==> src/rtl/eh2_pkg.sv <==
// ============================================================================
// Module      : eh2_pkg
// Description : Shared types for the DCCM store write buffer. Provides the
//               buffer entry record used by the top level and the forwarding
//               CAM.
// Contents    : EH2_DCCM_BITS, EH2_DCCM_FDATA_WIDTH -- entry field widths
//               eh2_dccm_wrbuf_entry_t                -- {valid, addr, data}
// Revision    : 1.0 - initial release
// ============================================================================
`default_nettype none

package eh2_pkg;

  // Entry field widths; the write buffer's width parameters default to these.
  localparam int unsigned EH2_DCCM_BITS        = 16;
  localparam int unsigned EH2_DCCM_FDATA_WIDTH = 39;

  typedef struct packed {
    logic                            valid;
    logic [EH2_DCCM_BITS-1:0]        addr;
    logic [EH2_DCCM_FDATA_WIDTH-1:0] data;
  } eh2_dccm_wrbuf_entry_t;

endpackage : eh2_pkg

`default_nettype wire

==> src/rtl/eh2_dccm_wrbuf_fwd.sv <==
// ============================================================================
// Module      : eh2_dccm_wrbuf_fwd
// Description : Combinational age-priority CAM. Compares a load word address
//               against every valid buffer entry and returns the data of the
//               youngest match.
// Ports       : entries  in  buffer entry array
//               rd_ptr   in  read pointer (head = oldest entry)
//               ld_addr  in  load byte address; [1:0] ignored
//               fwd_hit  out some valid entry matches
//               fwd_data out youngest matching data, 0 when no hit
// Revision    : 1.0 - initial release
// ============================================================================
`default_nettype none

module eh2_dccm_wrbuf_fwd
  import eh2_pkg::*;
#(
  parameter int DEPTH = 4
) (
  input  eh2_dccm_wrbuf_entry_t            entries [DEPTH],
  input  logic [$clog2(DEPTH):0]           rd_ptr,
  input  logic [EH2_DCCM_BITS-1:0]         ld_addr,
  output logic                             fwd_hit,
  output logic [EH2_DCCM_FDATA_WIDTH-1:0]  fwd_data
);

  localparam int IDX_W = $clog2(DEPTH);

  logic [IDX_W-1:0] idx;
  logic             unused_ld_byte;

  // Byte offset within the word never takes part in the compare.
  assign unused_ld_byte = ^ld_addr[1:0];

  // Walk from the oldest slot (rd_ptr) towards the youngest; a later match
  // overwrites an earlier one, so the youngest matching store wins.
  always_comb begin
    fwd_hit  = 1'b0;
    fwd_data = '0;
    idx      = '0;
    for (int i = 0; i < DEPTH; i++) begin
      idx = rd_ptr[IDX_W-1:0] + IDX_W'(i);
      if (entries[idx].valid &&
          (entries[idx].addr[EH2_DCCM_BITS-1:2] == ld_addr[EH2_DCCM_BITS-1:2])) begin
        fwd_hit  = 1'b1;
        fwd_data = entries[idx].data;
      end
    end
  end

endmodule : eh2_dccm_wrbuf_fwd

`default_nettype wire

==> src/rtl/eh2_dccm_wr_buf.sv <==
// ============================================================================
// Module      : eh2_dccm_wr_buf
// Description : Store write buffer in front of the DCCM write port. Queues
//               committed stores and drains them in cycles the load pipe does
//               not need the port, unless the head has starved, the buffer is
//               full, or a fence is draining it. Forwards buffered store data
//               to same-word loads.
// Ports       : clk, rst                      clock, sync active-high reset
//               st_valid/st_ready/st_addr/st_data   store enqueue
//               ld_rden, ld_addr              load port request / address
//               fwd_hit, fwd_data             store-to-load forwarding
//               fence_req                     drain everything at priority
//               dccm_rd_stall                 load pipe must hold off
//               dccm_wren, dccm_wr_addr_lo/hi, dccm_wr_data_lo/hi  DCCM write
//               buf_empty                     no valid entries
// Revision    : 1.0 - initial release
// ============================================================================
`default_nettype none

module eh2_dccm_wr_buf
  import eh2_pkg::*;
#(
  parameter int DCCM_BITS        = EH2_DCCM_BITS,
  parameter int DCCM_FDATA_WIDTH = EH2_DCCM_FDATA_WIDTH,
  parameter int DEPTH            = 4,
  parameter int STARVE_MAX       = 7
) (
  input  logic                        clk,
  input  logic                        rst,
  input  logic                        st_valid,
  output logic                        st_ready,
  input  logic [DCCM_BITS-1:0]        st_addr,
  input  logic [DCCM_FDATA_WIDTH-1:0] st_data,
  input  logic                        ld_rden,
  input  logic [DCCM_BITS-1:0]        ld_addr,
  output logic                        fwd_hit,
  output logic [DCCM_FDATA_WIDTH-1:0] fwd_data,
  input  logic                        fence_req,
  output logic                        dccm_rd_stall,
  output logic                        dccm_wren,
  output logic [DCCM_BITS-1:0]        dccm_wr_addr_lo,
  output logic [DCCM_BITS-1:0]        dccm_wr_addr_hi,
  output logic [DCCM_FDATA_WIDTH-1:0] dccm_wr_data_lo,
  output logic [DCCM_FDATA_WIDTH-1:0] dccm_wr_data_hi,
  output logic                        buf_empty
);

  localparam int IDX_W = $clog2(DEPTH);
  localparam int PTR_W = IDX_W + 1;
  localparam int CNT_W = $clog2(STARVE_MAX + 1);

  eh2_dccm_wrbuf_entry_t entries [DEPTH];
  eh2_dccm_wrbuf_entry_t head;

  logic [PTR_W-1:0] wr_ptr;
  logic [PTR_W-1:0] rd_ptr;
  logic [CNT_W-1:0] starve_cnt;

  logic full;
  logic empty;
  logic force_drain;
  logic enq;
  logic pop;
  logic cam_hit;
  logic [DCCM_FDATA_WIDTH-1:0] cam_data;
  logic unused_head_valid;

  // Extra pointer MSB distinguishes full from empty when the indices match.
  assign full  = (wr_ptr[PTR_W-1] != rd_ptr[PTR_W-1]) &&
                 (wr_ptr[IDX_W-1:0] == rd_ptr[IDX_W-1:0]);
  assign empty = (wr_ptr == rd_ptr);

  assign force_drain = full | fence_req | (starve_cnt == CNT_W'(STARVE_MAX));

  // Outputs are held quiet during reset so a stale head can never be written.
  assign st_ready      = !rst && !full;
  assign dccm_wren     = !rst && !empty && (!ld_rden || force_drain);
  assign dccm_rd_stall = !rst && !empty && force_drain;
  assign buf_empty     = rst || empty;

  assign enq = st_valid && st_ready;
  assign pop = dccm_wren;

  // Head drives the write port directly; only aligned word stores are
  // buffered, so both halves carry the same address and data.
  assign head              = entries[rd_ptr[IDX_W-1:0]];
  assign unused_head_valid = head.valid;
  assign dccm_wr_addr_lo   = head.addr;
  assign dccm_wr_addr_hi   = head.addr;
  assign dccm_wr_data_lo   = head.data;
  assign dccm_wr_data_hi   = head.data;

  always_ff @(posedge clk) begin
    if (rst) begin
      wr_ptr     <= '0;
      rd_ptr     <= '0;
      starve_cnt <= '0;
      for (int i = 0; i < DEPTH; i++) begin
        entries[i].valid <= 1'b0;
      end
    end else begin
      // enq and pop never hit the same slot: that needs empty (no pop)
      // or full (no enq).
      if (enq) begin
        entries[wr_ptr[IDX_W-1:0]] <= '{valid: 1'b1, addr: st_addr, data: st_data};
        wr_ptr <= wr_ptr + 1'b1;
      end
      if (pop) begin
        entries[rd_ptr[IDX_W-1:0]].valid <= 1'b0;
        rd_ptr <= rd_ptr + 1'b1;
      end
      if (pop || empty) begin
        starve_cnt <= '0;
      end else if (starve_cnt != CNT_W'(STARVE_MAX)) begin
        starve_cnt <= starve_cnt + 1'b1;
      end
    end
  end

  eh2_dccm_wrbuf_fwd #(
    .DEPTH (DEPTH)
  ) u_fwd (
    .entries  (entries),
    .rd_ptr   (rd_ptr),
    .ld_addr  (ld_addr),
    .fwd_hit  (cam_hit),
    .fwd_data (cam_data)
  );

  assign fwd_hit  = !rst && cam_hit;
  assign fwd_data = (!rst && cam_hit) ? cam_data : '0;

endmodule : eh2_dccm_wr_buf

`default_nettype wire

==> config.mk <==
export PLATFORM = sky130hd
export DESIGN_NAME = eh2_dccm_wr_buf
export DESIGN_NICKNAME = d
export VERILOG_FILES = /design/src/rtl/eh2_pkg.sv /design/src/rtl/eh2_dccm_wrbuf_fwd.sv /design/src/rtl/eh2_dccm_wr_buf.sv
export SDC_FILE = /design/constraint.sdc
export NUM_CORES = 1
export LEC_CHECK = 0
export CORE_ASPECT_RATIO = 0.5
export CORE_MARGIN = 1.5
export CORE_UTILIZATION = 27
export CTS_BUF_LIST = sky130_fd_sc_hd__clkbuf_8
export DETAILED_ROUTE_END_ITERATION = 6
export MAX_ROUTING_LAYER = met4
export SETUP_SLACK_MARGIN = 0.05
export SYNTH_ARGS = -nofsm -noshare
export SYNTH_HDL_FRONTEND = slang
export SYNTH_SLANG_ARGS = --single-unit
==> constraint.sdc <==
create_clock -name clk -period 6.5 [get_ports clk]
set_input_delay 1.3 -clock clk [delete_from_list [all_inputs] [get_ports clk]]
set_output_delay 1.3 -clock clk [all_outputs]
set_load 0.005 [all_outputs]
==> reports/metrics.yaml <==
status: "complete, no violations"
timing.max_cap.violations: 0
die_width_um: 350
die-height_um: 176
power-per-cell-area_nw_per_um2: 311
grt.overflow.total: 0
timing.final.crit_share_pct: 97.1
worst_path_required_ns: 5.20
clock_sink_count: 233
synth_seq_cells: 233
remaining_drc_errors: 0
ant_nets: 0
dp_slack_ns: 0.216
detail_route.first_pass.iterations: 7
dieArea_sq_um: 61800
slew_violations: 0
synth_top_flop_cell: "sky130_fd_sc_hd__edfxtp_1"
timing.final.crit_period_ns: 6.31
ir_worst_vdd_mv: 0.253
skew_ns: 0.0203
ys_seq_area_share_pct: 42.2
number_of_standard_cells_after_synthesis: 1079
fillers: 5740
total_standard_cell_area_after_synthesis_sq_um: 16300
worst-r2r-setup-slack_ns: 2.36
worst_setup_path_start_kind: "input pin"
clk_pin_slew_worst_setup_hold_paths_ns: 0.06
number_of_enable_flip_flop_cells_after_synthesis: 220
vias_per_cell: 5.33
holdCritPathClass: "reg2reg"
syn_area_per_cell_sq_um: 15.1
starting_density_of_the_core_pct: 27.4
finalWorstSetupSlack_ns: 0.190
synth.most_common_cell: "sky130_fd_sc_hd__edfxtp_1"
tightestPinTransition_ns: 1.11
core_area_sq_um: 59400
grt_pass1_vias: 11300
global_route.usage.total_pct: 15.4
wl_per_cell_um: 22.9
synth_nets: 1165
finalHoldViolCount: 0
hold-worst-slack_ns: 0.505
antenna_violations_before_repair: 3
synth_top_area_cell: "sky130_fd_sc_hd__edfxtp_1"
hpwl_um: 28400
post_route_cells_drive_above_1_share_pct: 28.0
setup_total_negative_slack_ns: 0
postRouteWirelength_um: 47500
gp_congestion: 0.803
largest_net_degree_at_the_start_of_global_routing: 142
leakage_uw: 0.00567
critical_path.max_fanout: 40
synthTopCellsByCount: "sky130_fd_sc_hd__edfxtp_1 (220), sky130_fd_sc_hd__mux4_2 (191), sky130_fd_sc_hd__buf_4 (70)"
post_dp_cell_area_sq_um: 19000
root_buffer_cell: "sky130_fd_sc_hd__clkbuf_8"
synth-warning-count: 0
synth.top_cells.by_area: "sky130_fd_sc_hd__edfxtp_1 (41%), sky130_fd_sc_hd__mux4_2 (26%), sky130_fd_sc_hd__a2111oi_2 (3.6%), sky130_fd_sc_hd__buf_4 (3.2%), sky130_fd_sc_hd__mux2i_1 (3.0%)"
rows: 63
endpoint_kind: "output pin"
clock_tree.buffer_depth: 3
numCtsBuffers: 41
critPathArrivalTime_ns: 5.01
flow.area_growth_from_synthesis_pct: 22.3
ys_types: 58
grt_first_pass_wirelength_um: 69900
timing.max_slew.rel_slack_pct: 26.1
synth-async-reset-ratio_pct: 0
top_level_ports: 230
final_area_sq_um: 19900
io_buffer_count: 227
insertion_delay_ns: 0.58
drt_first_iter_violations: 790
grt_setup_unrepaired: "false"
nets: 1311
setup_violations: 0
clock.fmax_ghz: 0.158
cts_tree: "done"
critical_path_class: "in2out"
clock_tree.htree_level_count: 2
num_vias: 11000
yosysTopAreaCellShare_pct: 40.6
repair_timing:
| item | in CTS | in global routing |
|---|---|---|
| hold buffers | 0 | 0 |
| gates resized for setup | 0 | 2 |
| setup buffers | 1 | 7 |
| cloned | 0 | 1 |
| pin swaps | 1 | 1 |
| endpoints found under the setup margin | 3 | 15 |
path summary, 6_finish.rpt:
check | startpoint | endpoint | depth (start not counted)
worst max-delay path | ld_addr[13] | fwd_data[26] | 11
worst min-delay path | starve_cnt[2]$_SDFFE_PP0N_ | starve_cnt[2]$_SDFFE_PP0N_ | 2
worst max register to register | rd_ptr[0]$_SDFFE_PP0N_ | flop | 7
worst min register to register | starve_cnt[2]$_SDFFE_PP0N_ | starve_cnt[2]$_SDFFE_PP0N_ | 2
cell type report:
class                           count  area (sq um)  area share (%)
Tap cell                          812          1020            5.11
Sequential cell                   233          6870            34.6
Antenna cell                        5          12.5          0.0629
Clock buffer                       43           592            2.98
Timing Repair Buffer              275          2760            13.9
Clock inverter                     29           155           0.780
Inverter                            9          33.8           0.170
Multi-Input combinational cell    665          8440            42.4
cells in the final DEF (no fill, tap or decap), types with 3 or more instances in the layout:
cell,n
sky130_fd_sc_hd__clkinv_1,12
sky130_fd_sc_hd__nand2_1,9
sky130_fd_sc_hd__xnor2_1,47
sky130_fd_sc_hd__mux2_2,3
sky130_fd_sc_hd__clkdlybuf4s50_1,226
sky130_fd_sc_hd__buf_4,37
sky130_fd_sc_hd__and2_1,40
sky130_fd_sc_hd__xor2_1,14
sky130_fd_sc_hd__edfxtp_1,220
sky130_fd_sc_hd__a2111oi_2,39
sky130_fd_sc_hd__nor3_1,4
sky130_fd_sc_hd__mux4_2,191
sky130_fd_sc_hd__nand3_1,6
sky130_fd_sc_hd__o211ai_1,3
sky130_fd_sc_hd__or4b_1,39
sky130_fd_sc_hd__nand4_1,6
sky130_fd_sc_hd__a221oi_1,3
sky130_fd_sc_hd__a311oi_1,39
sky130_fd_sc_hd__dfxtp_1,11
sky130_fd_sc_hd__clkbuf_8,43
sky130_fd_sc_hd__o21ai_0,9
sky130_fd_sc_hd__a211o_1,3
sky130_fd_sc_hd__a211oi_1,3
sky130_fd_sc_hd__mux4_1,4
sky130_fd_sc_hd__a21oi_1,7
sky130_fd_sc_hd__nor4b_1,39
sky130_fd_sc_hd__clkinv_2,5
sky130_fd_sc_hd__and3_2,4
sky130_fd_sc_hd__diode_2,5
sky130_fd_sc_hd__o31ai_1,3
sky130_fd_sc_hd__ha_1,9
sky130_fd_sc_hd__mux2i_1,49
sky130_fd_sc_hd__inv_1,17
sky130_fd_sc_hd__nor2_1,58
sky130_fd_sc_hd__buf_12,7
kinds of logic (layout without fill, tap and decap cells):
family / Yosys count / count (layout) / share of synthesized area (%)
XOR/XNOR: 61 / 61 / 3.29
AO/OA/AOI/OAI: 128 / 128 / 7.92
adder cells (fa/ha/maj): 10 / 10 / 0.770
multiplexers: 247 / 247 / 30.3
flip-flops: 233 / 233 / 42.2
other: 0 / 5 / 0
AND/OR/NAND/NOR: 219 / 219 / 9.05
buffers and inverters: 181 / 356 / 6.39
critical path: stages:
cell                              delay, ns
sky130_fd_sc_hd__clkdlybuf4s50_1       0.57
sky130_fd_sc_hd__buf_4                 0.19
sky130_fd_sc_hd__xnor2_1               0.09
sky130_fd_sc_hd__a2111oi_0             0.63
sky130_fd_sc_hd__o22ai_4               0.16
sky130_fd_sc_hd__buf_4                 0.35
sky130_fd_sc_hd__or3_1                 0.40
sky130_fd_sc_hd__buf_4                 0.26
sky130_fd_sc_hd__a311oi_1              0.34
sky130_fd_sc_hd__a2111oi_2             0.12
sky130_fd_sc_hd__clkdlybuf4s50_1       0.58
per-stage QoR:
step	power, uW	util [%]	std cells
after global placement	4880	32.0	1985
after floorplan	4070	-	1079
after detailed placement	4880	32.0	1985
after global routing	6490	33.5	2069
final	6180	33.5	2071
after CTS	6190	33.3	2058
routing by layer:
layer	up-vias	global-route usage, %	wire (um)
met5	-	-	0
met4	0	6.12	1500
met3	94	2.16	2120
met2	334	27.9	26100
met1	5791	17.1	17800
li1	4812	-	-
power breakdown:
part | leakage [uW] | internal, uW | switching (uW) | total [uW]
registers | 0.00211 | 1700 | 40.4 | 1740
logic | 0.00315 | 1770 | 1390 | 3170
clock network | 0.000414 | 654 | 619 | 1270
No activity file was read; power rests on OpenSTA's default activity.
